### config.mk
export PLATFORM = sky130hd
export DESIGN_NAME = ahb_seg_scan_ctrl
export DESIGN_NICKNAME = d
export VERILOG_FILES = /design/src/rtl/seg_scan_pkg.sv /design/src/rtl/seg_scan_timer.sv /design/src/rtl/ahb_seg_scan_ctrl.sv
export SDC_FILE = /design/constraint.sdc
export NUM_CORES = 1
export LEC_CHECK = 0
export CORE_UTILIZATION = 40
export CTS_CLUSTER_SIZE = 14
export DETAILED_ROUTE_END_ITERATION = 7
export DONT_BUFFER_PORTS = 1
export HOLD_SLACK_MARGIN = 0.06
export PLACE_DENSITY = 0.59
export SETUP_SLACK_MARGIN = 0.4
export SKIP_CTS_REPAIR_TIMING = 1
export SLEW_MARGIN = 10
export SYNTH_ARGS = -nofsm -noshare
export SYNTH_HDL_FRONTEND = slang
export SYNTH_SLANG_ARGS = --single-unit
### constraint.sdc
create_clock -name HCLK -period 3 [get_ports HCLK]
set_clock_uncertainty 0.05 [all_clocks]
set_input_delay 0.45 -clock HCLK [delete_from_list [all_inputs] [get_ports HCLK]]
set_output_delay 0.45 -clock HCLK [all_outputs]
set_load 0.05 [all_outputs]
### src/rtl/seg_scan_pkg.sv
// Shared constants for the AHB-Lite multiplexed 7-segment scan controller:
// register offsets, CTRL field positions, AHB encodings and the hex segment table.
package seg_scan_pkg;

  // Word index within the 32-byte register window (HADDR[4:2])
  typedef enum logic [2:0] {
    REG_DATA   = 3'd0,
    REG_DPMASK = 3'd1,
    REG_BLANK  = 3'd2,
    REG_CTRL   = 3'd3,
    REG_STATUS = 3'd4
  } reg_sel_e;

  localparam int CTRL_EN_BIT   = 0;
  localparam int CTRL_DUTY_LSB = 8;
  localparam int CTRL_DIV_LSB  = 16;
  localparam int STATUS_EN_BIT = 8;

  typedef enum logic [1:0] {
    HTRANS_IDLE   = 2'b00,
    HTRANS_BUSY   = 2'b01,
    HTRANS_NONSEQ = 2'b10,
    HTRANS_SEQ    = 2'b11
  } htrans_e;

  typedef enum logic [2:0] {
    HSIZE_BYTE = 3'b000,
    HSIZE_HALF = 3'b001,
    HSIZE_WORD = 3'b010
  } hsize_e;

  // Active-high {g,f,e,d,c,b,a}; entry 0 is the rightmost element
  localparam logic [15:0][6:0] SEG_LUT = {
    7'h71, 7'h79, 7'h5E, 7'h39, 7'h7C, 7'h77, 7'h6F, 7'h7F,
    7'h07, 7'h7D, 7'h6D, 7'h66, 7'h4F, 7'h5B, 7'h06, 7'h3F
  };

endpackage

### src/rtl/seg_scan_timer.sv
// Scan timebase: clock-enable tick counter, digit index and, with SEG_DIM_EN
// defined, a 16-step PWM phase that stretches each digit slot to 16 ticks.
module seg_scan_timer
  import seg_scan_pkg::*;
#(
  parameter int NUM_DIGITS = 8
) (
  input  logic        HCLK,
  input  logic        HRESET,
  input  logic        en,
  input  logic        clr,
  input  logic [15:0] div,
`ifdef SEG_DIM_EN
  input  logic [3:0]  duty,
`endif
  output logic [2:0]  idx,
  output logic        active
);

  localparam logic [2:0] LAST_IDX = 3'(NUM_DIGITS - 1);

  logic [15:0] cnt;
  logic        tick;
  logic        slot_end;

  assign tick = en && (cnt == div);

  always_ff @(posedge HCLK or posedge HRESET) begin
    if (HRESET) begin
      cnt <= '0;
    end else if (clr || tick) begin
      cnt <= '0;
    end else if (en) begin
      cnt <= cnt + 16'd1;
    end
  end

`ifdef SEG_DIM_EN
  logic [3:0] phase;

  always_ff @(posedge HCLK or posedge HRESET) begin
    if (HRESET) begin
      phase <= '0;
    end else if (tick) begin
      phase <= phase + 4'd1;
    end
  end

  assign slot_end = tick && (phase == 4'hF);
  assign active   = (phase <= duty);
`else
  assign slot_end = tick;
  assign active   = 1'b1;
`endif

  always_ff @(posedge HCLK or posedge HRESET) begin
    if (HRESET) begin
      idx <= '0;
    end else if (slot_end) begin
      idx <= (idx == LAST_IDX) ? 3'd0 : idx + 3'd1;
    end
  end

endmodule

### src/rtl/ahb_seg_scan_ctrl.sv
// AHB-Lite slave driving a multiplexed 7-segment display of up to 8 hex digits.
// Define SEG_DIM_EN to add the CTRL.DUTY brightness control.
module ahb_seg_scan_ctrl
  import seg_scan_pkg::*;
#(
  parameter int          NUM_DIGITS     = 8,
  parameter logic [15:0] DIV_RESET      = 16'h0070,
  parameter bit          SEG_ACTIVE_LOW = 1'b0,
  parameter bit          AN_ACTIVE_LOW  = 1'b0
) (
  input  logic                  HCLK,
  input  logic                  HRESET,
  input  logic                  HSEL,
  input  logic                  HREADY,
  input  logic [31:0]           HADDR,
  input  logic [1:0]            HTRANS,
  input  logic                  HWRITE,
  input  logic [2:0]            HSIZE,
  input  logic [31:0]           HWDATA,
  output logic                  HREADYOUT,
  output logic                  HRESP,
  output logic [31:0]           HRDATA,
  output logic [6:0]            seg,
  output logic                  dp,
  output logic [NUM_DIGITS-1:0] an
);

  localparam logic [7:0]            DIGIT_MASK = 8'((9'd1 << NUM_DIGITS) - 9'd1);
  localparam logic [NUM_DIGITS-1:0] AN_DIGIT0  = NUM_DIGITS'(1);

  function automatic logic [3:0] byte_lanes(input logic [2:0] size, input logic [1:0] lane);
    case (size)
      HSIZE_BYTE: byte_lanes = 4'b0001 << lane;
      HSIZE_HALF: byte_lanes = lane[1] ? 4'b1100 : 4'b0011;
      default:    byte_lanes = 4'b1111;
    endcase
  endfunction

  function automatic logic [31:0] merge_lanes(input logic [31:0] old, input logic [31:0] wdata,
                                              input logic [3:0] be);
    for (int b = 0; b < 4; b++) begin
      merge_lanes[8*b +: 8] = be[b] ? wdata[8*b +: 8] : old[8*b +: 8];
    end
  endfunction

  function automatic logic [6:0] hex_seg(input logic [3:0] nib);
    hex_seg = SEG_LUT[nib];
  endfunction

  logic accept;
  logic vld_p0;
  logic write_p0;
  logic [2:0] reg_p0;
  logic [1:0] lane_p0;
  logic [2:0] size_p0;
  logic unused_haddr;

  assign accept       = HSEL && HREADY && ((HTRANS == HTRANS_NONSEQ) || (HTRANS == HTRANS_SEQ));
  assign unused_haddr = ^HADDR[31:5];
  assign HREADYOUT    = 1'b1;
  assign HRESP        = 1'b0;

  // Address phase -> data phase
  always_ff @(posedge HCLK or posedge HRESET) begin
    if (HRESET) begin
      vld_p0 <= 1'b0;
    end else begin
      vld_p0 <= accept;
    end
  end

  always_ff @(posedge HCLK) begin
    if (accept) begin
      write_p0 <= HWRITE;
      reg_p0   <= HADDR[4:2];
      lane_p0  <= HADDR[1:0];
      size_p0  <= HSIZE;
    end
  end

  logic        wr_en;
  logic [3:0]  be;
  logic [31:0] data_q;
  logic [7:0]  dpmask_q;
  logic [7:0]  blank_q;
  logic        en_q;
  logic [15:0] div_q;
`ifdef SEG_DIM_EN
  logic [3:0]  duty_q;
`endif

  assign wr_en = vld_p0 && write_p0;
  assign be    = byte_lanes(size_p0, lane_p0);

  always_ff @(posedge HCLK or posedge HRESET) begin
    if (HRESET) begin
      data_q   <= '0;
      dpmask_q <= '0;
      blank_q  <= '0;
      en_q     <= 1'b1;
      div_q    <= DIV_RESET;
`ifdef SEG_DIM_EN
      duty_q   <= 4'hF;
`endif
    end else if (wr_en) begin
      case (reg_p0)
        REG_DATA:   data_q <= merge_lanes(data_q, HWDATA, be);
        REG_DPMASK: if (be[0]) dpmask_q <= HWDATA[7:0] & DIGIT_MASK;
        REG_BLANK:  if (be[0]) blank_q <= HWDATA[7:0] & DIGIT_MASK;
        REG_CTRL: begin
          if (be[0]) en_q <= HWDATA[CTRL_EN_BIT];
`ifdef SEG_DIM_EN
          if (be[1]) duty_q <= HWDATA[CTRL_DUTY_LSB +: 4];
`endif
          if (be[2]) div_q[7:0]  <= HWDATA[CTRL_DIV_LSB +: 8];
          if (be[3]) div_q[15:8] <= HWDATA[CTRL_DIV_LSB + 8 +: 8];
        end
        default: ;
      endcase
    end
  end

  logic [2:0] idx;
  logic       active;

  seg_scan_timer #(
    .NUM_DIGITS(NUM_DIGITS)
  ) u_timer (
    .HCLK   (HCLK),
    .HRESET (HRESET),
    .en     (en_q),
    .clr    (wr_en && (reg_p0 == REG_CTRL)),
    .div    (div_q),
`ifdef SEG_DIM_EN
    .duty   (duty_q),
`endif
    .idx    (idx),
    .active (active)
  );

  logic [31:0] rd_word;

  always_comb begin
    rd_word = '0;
    case (reg_p0)
      REG_DATA:   rd_word = data_q;
      REG_DPMASK: rd_word[7:0] = dpmask_q;
      REG_BLANK:  rd_word[7:0] = blank_q;
      REG_CTRL: begin
        rd_word[CTRL_EN_BIT]        = en_q;
        rd_word[CTRL_DIV_LSB +: 16] = div_q;
`ifdef SEG_DIM_EN
        rd_word[CTRL_DUTY_LSB +: 4] = duty_q;
`endif
      end
      REG_STATUS: begin
        rd_word[2:0]          = idx;
        rd_word[STATUS_EN_BIT] = en_q;
      end
      default: ;
    endcase
    HRDATA = (vld_p0 && !write_p0) ? rd_word : '0;
  end

  logic [6:0]            seg_nxt;
  logic                  dp_nxt;
  logic [NUM_DIGITS-1:0] an_nxt;
  logic [6:0]            seg_p1;
  logic                  dp_p1;
  logic [NUM_DIGITS-1:0] an_p1;

  always_comb begin
    seg_nxt = blank_q[idx] ? 7'h00 : hex_seg(data_q[{idx, 2'b00} +: 4]);
    dp_nxt  = dpmask_q[idx] && !blank_q[idx];
    an_nxt  = (en_q && active) ? (AN_DIGIT0 << idx) : '0;
    if (!en_q) begin
      seg_nxt = 7'h00;
      dp_nxt  = 1'b0;
    end
  end

  // Registered pins, polarity applied last
  always_ff @(posedge HCLK or posedge HRESET) begin
    if (HRESET) begin
      seg_p1 <= SEG_LUT[0] ^ {7{SEG_ACTIVE_LOW}};
      dp_p1  <= SEG_ACTIVE_LOW;
      an_p1  <= AN_DIGIT0 ^ {NUM_DIGITS{AN_ACTIVE_LOW}};
    end else begin
      seg_p1 <= seg_nxt ^ {7{SEG_ACTIVE_LOW}};
      dp_p1  <= dp_nxt ^ SEG_ACTIVE_LOW;
      an_p1  <= an_nxt ^ {NUM_DIGITS{AN_ACTIVE_LOW}};
    end
  end

  assign seg = seg_p1;
  assign dp  = dp_p1;
  assign an  = an_p1;

endmodule

Word-level counts from Yosys, hierarchy flattened

Memory sizes are Yosys's and may differ from the RTL's.
Index checks and enable logic that the tools add are counted.

Memory bits (read-only): 112
Flip-flop bits (word level): 110
Input bits: 74
Memories kept: 1
Logic and storage cells: 80

Memories:

| memory          | words | bits a word | rd ports | clocked after Yosys merged registers in | wr ports | line                    | RTL |
|---|---|---|---|---|---|---|---|
| (no name shown) | 16    | 7           | 1        | 0                                       | 0        | ahb_seg_scan_ctrl.sv:47 | `hex_seg = SEG_LUT[nib];` |

Add/subtract/negate cells: 2
Equality and inequality tests: 9
Mux-type cells: 21
Reduce and logical (&&, ||, !) cells: 23
Shift-type cells: 3
$lt $le $gt $ge: 2

Operators with widths:

| kind                    | number |
|---|---|
| $mux W16                | 2 |
| $mux W32                | 1 |
| $pmux W16 S2            | 1 |
| $shiftx A32 B6 Y4       | 1 |
| $mux W7                 | 4 |
| $reduce_and A3 Y1       | 9 |
| $add A16 B1 Y16 const B | 1 |
| $eq A16 B16 Y1          | 1 |
| $pmux W5 S3             | 1 |
| $mux W8                 | 1 |
| $pmux W2 S4             | 1 |
| $pmux W4 S2             | 1 |
| $shl A1 B3 Y8 const A   | 1 |
| $logic_and A1 B1 Y1     | 7 |
| $bmux W1 S3             | 2 |
| $eq A3 B1 Y1 const B    | 2 |
| $eq A3 B2 Y1 const B    | 2 |
| $eq A3 B3 Y1 const B    | 2 |
| $logic_not A3 Y1        | 2 |
| $lt A4 B5 Y1 const B    | 1 |
| $pmux W1 S5             | 1 |
| $eq A2 B2 Y1 const B    | 2 |
| $lt A3 B4 Y1 const B    | 1 |
| $mux W4                 | 1 |
| 8 further kinds         | 12 |

Longest topological paths before layout

Gate-level depths: netlist of run 1.

Depth in word-level cells: 5
Depth in mapped cells: 9

Hierarchy

A second synthesis of run 1 with hierarchy kept.

Cell total of the unflattened synthesis: 476
Area, all modules: 5631.7 um^2

By module, submodules not included:

| module            | cells an instance | times used | sequential area each (um^2) | area each (um^2) |
|---|---|---|---|---|
| ahb_seg_scan_ctrl | 367               | 1          | 2336.0                      | 4513.1 |
| seg_scan_timer    | 109               | 1          | 475.5                       | 1118.6 |

Least setup slack after synthesis of run 1

Ideal clock, no wire load.

Kind: reg-to-output
Start point: register en_q
End point: output HRDATA[8]
Arrival time: 2.564 ns
Path slack: -0.064 ns
Cell stages (with the launch flop): 5
Cells stage by stage: dfstp_2 > clkbuf_1 > clkbuf_1 > mux2i_1 > nor4_1

Word-level cells in the longest chain between the ends: 2

Ends and longest elaborated chain:

| item                   | line                     | RTL |
|---|---|---|
| start, declared        | ahb_seg_scan_ctrl.sv:86  | `logic en_q;` |
| start signal, assigned | ahb_seg_scan_ctrl.sv:111 | `if (be[0]) en_q <= HWDATA[CTRL_EN_BIT];` |
| $pmux W1 S2            | ahb_seg_scan_ctrl.sv:145 | `case (reg_p0)` |
| $mux W32               | ahb_seg_scan_ctrl.sv:162 | `HRDATA = (vld_p0 && !write_p0) ? rd_word : '0;` |
| end, declared          | ahb_seg_scan_ctrl.sv:22  | `output logic [31:0] HRDATA,` |

No other way between the ends.

Worst setup path after layout of run 1

Start point: register reg_p0[1]
End point: output HRDATA[31]

Word-level cells in the longest chain between the ends: 3
Elaborated cells on any way between the ends: 4

Ends and longest elaborated chain:

| item                                                    | line                     | RTL |
|---|---|---|
| start, declared                                         | ahb_seg_scan_ctrl.sv:53  | `logic [2:0] reg_p0;` |
| start signal, assigned                                  | ahb_seg_scan_ctrl.sv:75  | `reg_p0 <= HADDR[4:2];` |
| $eq A3 B2 Y1 / $logic_not A3 Y1 (equally long branches) | ahb_seg_scan_ctrl.sv:145 |  |
| $pmux W16 S2 (*)                                        | ahb_seg_scan_ctrl.sv:145 |  |
| $mux W32 (*)                                            | ahb_seg_scan_ctrl.sv:162 |  |

Mark *: on every way between the ends. The rest lies on a longest branch, timed or not.

==> out/metrics.csv, run 1 <==
stage,metric,value,unit
power_and_ir_drop,ir_drop,0.000362,V
logic_synthesis,synth_nets,570,
worst_setup_path,worstReg2RegEnd,seg[1],
logic_synthesis,synth.area.top_cells,"dfrtp_1 39%, mux2_2 14%, dfstp_2 5.1%",
floorplanning,rows,43,
floorplanning,fp.dieArea,0.0148,mm^2
sta,slew_violations,0,
sta,tightest_slew,706,ps
sta,setup_viol,0,
floorplanning,die_h,121,um
cts,clock_sinks,110,
sta,slew_headroom,0.528,
run,maxCapViolations,0,
logic_synthesis,syn_inst,483,
floorplanning,ios,124,
route,drc,0,
sta,hold_viol,0,
sta,finalCritPeriodShare,0.821,
logic_synthesis,seq_area_frac_synth,0.492,
route,wirelength,14000,um
placed_design,port-buffer-count,0,
logic_synthesis,synth_commonest_cells,"90 x dfrtp_1, 69 x mux2_2, 41 x nor2_1",
worst_setup_path,path_class,register to output port,
placed_design,gp_congestion,0.931,
cts,cts_htree_levels,3,
cts,clk_pin_slew,70,ps
global_routing,grt_max_degree,102,
power_and_ir_drop,p_leak,2.92,nW
global_routing,first_global_vias,3951,
cts,root_buffer,clkbuf_16,
sta,finalWorstSetupSlack,536,ps
logic_synthesis,synth_edf_count,9,
logic_synthesis,syn_area_per_cell,11.8,um^2
global_routing,grt_use_total,0.201,
floorplanning,initial_core_util,0.411,
cts,cts_made_buffers,9,
layout,num_antenna_cells,0,
layout,syn2layout_area_growth,16.5,%
worst_setup_path,startpoint_type,register,
route,num_vias,3910,
worst_setup_path,worstRegToRegCells,8,
placed_design,dp_slack,472,ps
logic_synthesis,synth.top_cell.area_share,0.394,
worst_setup_path,worstReg2RegStart,u_timer.idx[0],
worst_setup_path,critPathLaunch,reg_p0[1],
global_routing,antenna_found_initial,0,
route,via_per_inst,5.54,
worst_setup_path,cp_data_arrival_time,1960,ps
route,wire_per_inst,19.8,um
sta,rsz0062_at_grt,no,
worst_setup_path,endpoint_kind,output port,
floorplanning,core_area,0.0139,mm^2
layout,layout-drive-gt1-share,0.323,
logic_synthesis,synth.distinct_cells,50,
worst_setup_path,reg2reg_slack,570,ps
logic_synthesis,ys_seq_elements,110,
route,drt_iter0_drc,272,
worst_hold_path,hp-class,input port to asynchronous set/reset pin,
logic_synthesis,yosysWarnings,0,
route,drtAntennaViolNets,0,
power_and_ir_drop,powerDensity,758,mW/mm^2
layout,final_util,0.479,
cts,clock_latency,350,ps
outcome,status,"finished, final reports clean",
sta,fmax,406,MHz
route,dr.pass1.iters,4,
cts,cts_tree,built,
floorplanning,die_x,121,um
cts,cts_buffer_depth,2,
logic_synthesis,yosysMostFrequentCell,dfrtp_1,
worst_setup_path,critical_path_required,2500,ps
logic_synthesis,synth_area,0.00571,mm^2
placed_design,hpwl,10100,um
sta,timing.setup.tns,0,ps
logic_synthesis,synthFlopType,dfrtp_1,
layout,nNetsFinal,608,
logic_synthesis,synth_top_cell_by_area,dfrtp_1,
logic_synthesis,synth-async-reset-ratio,0.918,
sta,post-route-min-period,2460,ps
global_routing,grt_pass1_wl,22000,um
global_routing,grt.overflow.total,0,
worst_setup_path,crit_fanout,16,
cells by family after synthesis:
| family | Yosys count | share of synthesized area |
|---|---|---|
| AND/OR/NAND/NOR | 142 | 0.129 |
| flip-flops | 110 | 0.492 |
| multiplexers | 98 | 0.210 |
| AO/OA/AOI/OAI | 54 | 0.0646 |
| buffers and inverters | 33 | 0.0265 |
| XOR/XNOR | 31 | 0.0475 |
| adder cells (fa/ha/maj) | 13 | 0.0285 |
| other | 2 | 0.00132 |
metrics by stage:
step	total power, mW	instances	instance area, um^2	hold WS [ps]
2_1_floorplan	3.29	483	5720	439
3_3_place_gp	3.66	688	6290	452
3_5_place_dp	3.70	688	6290	460
4_1_cts	5.06	704	6630	104
5_1_grt	5.31	706	6650	123
6_report	5.04	706	6650	63.2
layout by cell type (no fill, tap or decap), drive strengths merged, types with 3 or more instances in the layout:
cell / synthesis / final
a21oi: 13 / 13
a221oi: 3 / 3
a22oi: 17 / 17
a311oi: 3 / 3
and2: 3 / 3
and3: 21 / 21
buf: 12 / 50
bufinv: 0 / 3
clkbuf: 11 / 9
clkinv: 1 / 3
clkinvlp: 0 / 3
dfrtp: 90 / 90
dfstp: 11 / 11
edfxtp: 9 / 9
ha: 13 / 13
inv: 9 / 8
mux2: 70 / 70
mux2i: 18 / 18
mux4: 10 / 10
nand2: 18 / 18
nand2b: 4 / 4
nand3: 13 / 13
nand4: 5 / 5
nor2: 45 / 45
nor2b: 4 / 4
nor3: 19 / 19
nor4: 5 / 5
o21ai: 8 / 8
xnor2: 15 / 15
xor2: 16 / 16
how the worst max path moves through the flow:
stage | end
after floorplan | HRDATA[8]
after global placement | seg[1]
after detailed placement | seg[1]
final | HRDATA[31]
after global routing | HRDATA[31]
after CTS | HRDATA[31]
cell type report:
cell class	instances	area [um^2]
Fill cell	1259	7230
Clock inverter	7	113
Clock buffer	9	225
Timing Repair Buffer	50	475
Multi-Input combinational cell	340	2760
Inverter	10	41.3
Sequential cell	110	2810
Tap cell	180	225
worst max-delay path, cell delays in order (launching register included):
cell	delay, ps
edfxtp_1	500
nor3_2	310
buf_4	300
a22oi_1	160
nor2_1	120
buf_4	210
metal layers:
metal  up-vias  GRT usage  part of all wire
li1       1821          -                 -
met4         0     0.0640             0.012
met3        13     0.0498             0.071
met1      1963      0.281              0.45
met2       113      0.306              0.46
met5         -          0                 0
flip-flops by register name, summed over array words and instances, names as in the netlist:
register	flops
an	8
size_p0	3
reg_p0	3
vld_p0	1
blank_q	8
u_timer.cnt	16
u_timer.idx	3
dpmask_q	8
dp	1
data_q	32
lane_p0	2
write_p0	1
seg	7
div_q	16
en_q	1
power by group:
part	switching [mW]	internal [mW]	leakage (nW)
Sequential	0.468	1.77	1.36
Combinational	0.762	0.687	1.41
Clock	0.541	0.810	0.157
Power figures use the tool's default switching activity.
==> inputs of run 2 (changes only) <==
--- a/config.mk
+++ b/config.mk
@@ -10,7 +10,7 @@
 export DETAILED_ROUTE_END_ITERATION = 7
 export DONT_BUFFER_PORTS = 1
 export HOLD_SLACK_MARGIN = 0.06
-export PLACE_DENSITY = 0.59
+export PLACE_DENSITY = 0.57
 export SETUP_SLACK_MARGIN = 0.4
 export SKIP_CTS_REPAIR_TIMING = 1
 export SLEW_MARGIN = 10
==> constraint.sdc (replaced) <==
create_clock -name HCLK -period 2.3 [get_ports HCLK]
set_clock_uncertainty 0.05 [all_clocks]
set_input_delay 0.345 -clock HCLK [delete_from_list [all_inputs] [get_ports HCLK]]
set_output_delay 0.345 -clock HCLK [all_outputs]
set_load 0.05 [all_outputs]
==> out/metrics.csv, run 2 (synthesized netlist as in run 1, its figures left out) <==
stage,metric,value,unit,change
layout,top_regs,"data_q (32), div_q (16), u_timer.cnt (16)",,
cts,clk_pin_slew,70,ps,about the same
power_and_ir_drop,fin_total_pwr,7.31,mW,+45%
global_routing,grt_use_total,0.201,,-0.000612
sta,post-route-min-period,2240,ps,
layout,final_cell_mix,"88 x dfrtp_1, 69 x mux2_2, 42 x buf_4, 28 x buf_12, 21 x nor2_4",,
floorplanning,rows,43,,unchanged
cts,root_buffer,clkbuf_16,,
power_and_ir_drop,ir_drop,0.000496,V,+37%
worst_setup_path,critPathTopFamily,buffers and inverters,,
worst_setup_path,worstReg2RegStart,u_timer.idx[0],,
layout,layout_commonest_cell,dfrtp_1,,
sta,slew_headroom,0.651,,+0.122
cts,cts_tree,built,,
sta,timing.setup.tns,0,ps,unchanged
sta,fmax,446,MHz,
floorplanning,ios,124,,unchanged
worst_setup_path,critical_path_required,1900,ps,-600 ps
worst_setup_path,crit_fanout,12,,-4
sta,hold_viol,0,,unchanged
outcome,status,"finished, final reports clean",,
worst_hold_path,hold_start,HWDATA[5],,
cts,clock_sinks,110,,unchanged
sta,finalWorstSetupSlack,57.5,ps,-479 ps
layout,largest-register,data_q,,
global_routing,grt.overflow.total,0,,unchanged
sta,rsz0062_at_grt,yes,,
worst_hold_path,hp-class,input port to register,,
sta,slew_violations,0,,unchanged
layout,num_antenna_cells,0,,unchanged
worst_setup_path,endpoint_kind,output port,,
floorplanning,initial_core_util,0.411,,unchanged
layout,nNetsFinal,658,,+8.2%
worst_setup_path,path_class,register to output port,,
placed_design,port-buffer-count,0,,unchanged
worst_setup_path,crit_path_max_incr_delay,450,ps,-50 ps
floorplanning,core_area,0.0139,mm^2,unchanged
worst_setup_path,startpoint_type,register,,
run,maxCapViolations,0,,unchanged
worst_setup_path,critPathLaunch,reg_p0[0],,
worst_setup_path,cp_data_arrival_time,1850,ps,-110 ps
layout,stdcell_area,0.00784,mm^2,+18%
layout,syn2layout_area_growth,37.3,%,
cts,cts_made_buffers,9,,unchanged
placed_design,place_area,0.00677,mm^2,+7.6%
route,wirelength,15200,um,+8.7%
placed_design,hpwl,10200,um,+1.2%
floorplanning,fp.dieArea,0.0148,mm^2,unchanged
route,num_vias,4123,,+5.4%
placed_design,gp_congestion,0.872,,-6.4%
route,via_per_inst,5.45,,-1.5%
placed_design,dp_slack,83.6,ps,-388 ps
floorplanning,die_x,121,um,unchanged
layout,largest_register_ffs,32,,unchanged
global_routing,grt_pass1_wl,22100,um,+0.47%
sta,setup_viol,0,,unchanged
global_routing,antenna_found_initial,0,,unchanged
worst_setup_path,crit_buf_inv,4,,+2
sta,whs,86.0,ps,+22.8 ps
route,drt_iter0_drc,256,,-5.9%
cts,clock_latency,350,ps,about the same
cts,cts_htree_levels,3,,unchanged
cts,cts_buffer_depth,2,,unchanged
worst_setup_path,cp_slowest_cell,edfxtp_1,,
worst_setup_path,crit_chain,buf_6 -> nor3_4 -> buf_6 -> buf_12 -> a22oi_1 -> nor2_4 -> buf_12,,
sta,finalCritPeriodShare,0.975,,
power_and_ir_drop,powerDensity,933,mW/mm^2,+23%
route,dr.pass1.iters,4,,unchanged
route,drtAntennaViolNets,0,,unchanged
global_routing,grt_max_degree,80,,-22%
floorplanning,die_h,121,um,unchanged
route,drc,0,,unchanged
sta,tightest_slew,523,ps,-183 ps
layout,layout-drive-gt1-share,0.486,,+0.163
power_and_ir_drop,p_leak,3.24,nW,+11%
route,wire_per_inst,20.1,um,+1.6%
global_routing,first_global_vias,4042,,+2.3%
## run 2: where the power goes
group          internal (mW)  total, mW  switching [mW]
registers               2.31       2.88           0.571
logic                   1.42       2.84            1.42
clock network          0.907       1.59           0.680
## run 2: layout make-up
class | count | area, um^2
well taps | 180 | 225
flip-flops and latches | 110 | 2820
fillers | 1153 | 6040
inverters | 10 | 41.3
repair buffers | 100 | 1230
clock buffers | 15 | 268
clock inverters | 1 | 30.0
multi-input cells | 340 | 3230
## run 2: worst register-to-register path, delay by kind of cell, from the launching register on
kind / cells / cell delay, ps
multiplexers: 3 / 890
flip-flops: 1 / 410
buffers and inverters: 3 / 310
AO/OA/AOI/OAI: 1 / 280
adder cells (fa/ha/maj): 1 / 190
## run 2: path summary, 6_finish.rpt
| kind | endpoint | slack, ps | cells after the start |
|---|---|---|---|
| setup reg to reg | seg[5] | 80 | 8 |
| hold reg to reg | blank_q[1] | 490 | 1 |
| max in group asynchronous | div_q[6] | 940 | 3 |
| setup / recovery | HRDATA[21] | 60 | 7 |
| min in group asynchronous | an[3] | 470 | 2 |
| hold / removal | dpmask_q[5] | 90 | 1 |
## run 2: per-layer routing
metal	up-vias	GRT usage	share of wire
li1	1920	-	-
met1	2064	0.272	0.43
met2	123	0.313	0.49
met3	16	0.0686	0.066
met4	0	0.0340	0.013
met5	-	0	0
## run 2: metrics by stage
stage	utilization	cells
2_1_floorplan	-	483
6_report	0.565	756
3_5_place_dp	0.488	692
5_1_grt	0.565	756
4_1_cts	0.509	708
3_3_place_gp	0.488	692
==> inputs of run 3 (changes only) <==
--- a/config.mk
+++ b/config.mk
@@ -10,7 +10,7 @@
 export DETAILED_ROUTE_END_ITERATION = 7
 export DONT_BUFFER_PORTS = 1
 export HOLD_SLACK_MARGIN = 0.06
-export PLACE_DENSITY = 0.57
+export MAX_ROUTING_LAYER = met4
 export SETUP_SLACK_MARGIN = 0.4
 export SKIP_CTS_REPAIR_TIMING = 1
 export SLEW_MARGIN = 10
==> out/metrics.csv, run 3 (synthesized netlist as in run 1, its figures left out) <==
stage,metric,value,unit,change
route,dr.pass1.iters,4,,unchanged
global_routing,grt_use_total,0.214,,+0.0137
global_routing,met1_usage,0.287,,+0.0143
cts,cts_made_buffers,9,,unchanged
route,num_vias,4236,,+2.7%
placed_design,post-place-cells,695,,+0.43%
sta,post-route-min-period,2240,ps,+2.12 ps
layout,final_util,0.586,,+0.0215
cts,root_buffer,clkbuf_16,,
sta,rsz0062_at_grt,yes,,
cts,cts_tree,built,,
sta,setup_viol,0,,unchanged
power_and_ir_drop,p_leak,3.35,nW,+3.1%
floorplanning,initial_core_util,0.411,,unchanged
sta,finalWorstSetupSlack,55.4,ps,-2.12 ps
worst_hold_path,hp-class,input port to register,,
cts,clk_pin_slew,70,ps,about the same
worst_setup_path,startpoint_type,register,,
layout,layout_commonest_cell,dfrtp_1,,
layout,fin_cells,757,,+0.13%
power_and_ir_drop,fin_total_pwr,7.11,mW,-2.8%
cts,clock_latency,360,ps,about the same
global_routing,grt.overflow.total,0,,unchanged
global_routing,grt_pass1_wl,22700,um,+2.9%
run,maxCapViolations,0,,unchanged
floorplanning,rows,43,,unchanged
global_routing,antenna_found_initial,0,,unchanged
placed_design,port-buffer-count,0,,unchanged
outcome,status,"finished, final reports clean",,
floorplanning,core_area,0.0139,mm^2,unchanged
sta,whs,79.8,ps,-6.17 ps
layout,final_cell_mix,"87 x dfrtp_1, 48 x mux2_2, 33 x buf_12, 31 x buf_4",,
sta,slew_violations,0,,unchanged
global_routing,first_global_vias,4087,,+1.1%
layout,largest_register_ffs,32,,unchanged
floorplanning,die_x,121,um,unchanged
global_routing,grt_max_degree,84,,+5.0%
power_and_ir_drop,powerDensity,874,mW/mm^2,-6.3%
placed_design,gp_congestion,0.888,,+1.8%
route,drtAntennaViolNets,0,,unchanged
floorplanning,die_h,121,um,unchanged
layout,top_regs,"data_q (32), div_q (16), u_timer.cnt (16)",,
floorplanning,fp.dieArea,0.0148,mm^2,unchanged
cts,cts_buffer_depth,2,,unchanged
placed_design,dp_slack,21.7,ps,-61.9 ps
route,drt_iter0_drc,283,,+11%
layout,nNetsFinal,659,,+0.15%
worst_setup_path,path_class,register to output port,,
floorplanning,ios,124,,unchanged
layout,syn2layout_area_growth,42.5,%,
cts,clock_sinks,110,,unchanged
layout,nFillCells,1106,,-4.1%
sta,hold_viol,0,,unchanged
global_routing,met2_usage,0.316,,+0.00320
worst_setup_path,crit_fanout,8,,-4
global_routing,grt.busiest_layer,met2,,
route,wire_per_inst,20.8,um,+3.6%
global_routing,grt_util_met3,0.0602,,-0.00846
power_and_ir_drop,ir_drop,0.000413,V,-17%
route,wirelength,15800,um,+3.8%
sta,finalCritPeriodShare,0.976,,about the same
worst_setup_path,critical_path_required,1900,ps,about the same
route,drc,0,,unchanged
sta,fmax,446,MHz,about the same
placed_design,hpwl,10500,um,+3.3%
route,via_per_inst,5.60,,+2.6%
layout,num_antenna_cells,0,,unchanged
worst_setup_path,cp_data_arrival_time,1850,ps,about the same
worst_setup_path,endpoint_kind,output port,,
layout,layout-drive-gt1-share,0.525,,+0.0390
layout,largest-register,data_q,,
cts,cts_htree_levels,3,,unchanged
run 3: worst max-delay path: stages (launching register included):
cell and delay, ps:
edfxtp_1 490, nor3b_4 370, buf_6 230, a22oi_2 120, nor2_4 130, buf_12 140
run 3: final timing paths:
path,start,endpoint,slack [ps],cells after the start
worst max-delay path,reg_p0[2],HRDATA[31],60,5
worst min-delay path,HWDATA[25],data_q[25],80,1
worst max register to register,u_timer.idx[0],seg[1],70,7
worst min register to register,blank_q[4],blank_q[4],490,1
max in group asynchronous,HRESET,seg[5],950,3
min in group asynchronous,HRESET,data_q[28],440,2
run 3: metal layers:
| metal | share of wire | vias to the layer above |
|---|---|---|
| met4 | 0.012 | 0 |
| met1 | 0.44 | 2169 |
| met3 | 0.056 | 19 |
| met5 | 0 | - |
| met2 | 0.49 | 132 |
| li1 | - | 1916 |
run 3: where the power goes:
part | internal, mW | switching, mW
clock network | 0.796 | 0.689
logic | 1.37 | 1.35
registers | 2.31 | 0.594
total | 4.48 | 2.63
run 3: layout make-up:
| type | instances | area [um^2] | area share |
|---|---|---|---|
| well taps | 180 | 225 | 0.0277 |
| inverters | 10 | 43.8 | 0.00538 |
| flip-flops and latches | 110 | 2820 | 0.346 |
| repair buffers | 101 | 1360 | 0.167 |
| multi-input cells | 340 | 3420 | 0.420 |
| clock buffers | 15 | 268 | 0.0329 |
| clock inverters | 1 | 5.00 | 0.000615 |
run 3: metrics by stage:
stage / setup TNS [ps] / cell area [um^2]
after floorplan: 0 / 5960
after global placement: 0 / 6790
after detailed placement: 0 / 6790
after CTS: -0.0451 / 7060
after global routing: -29.2 / 8140
final: 0 / 8140
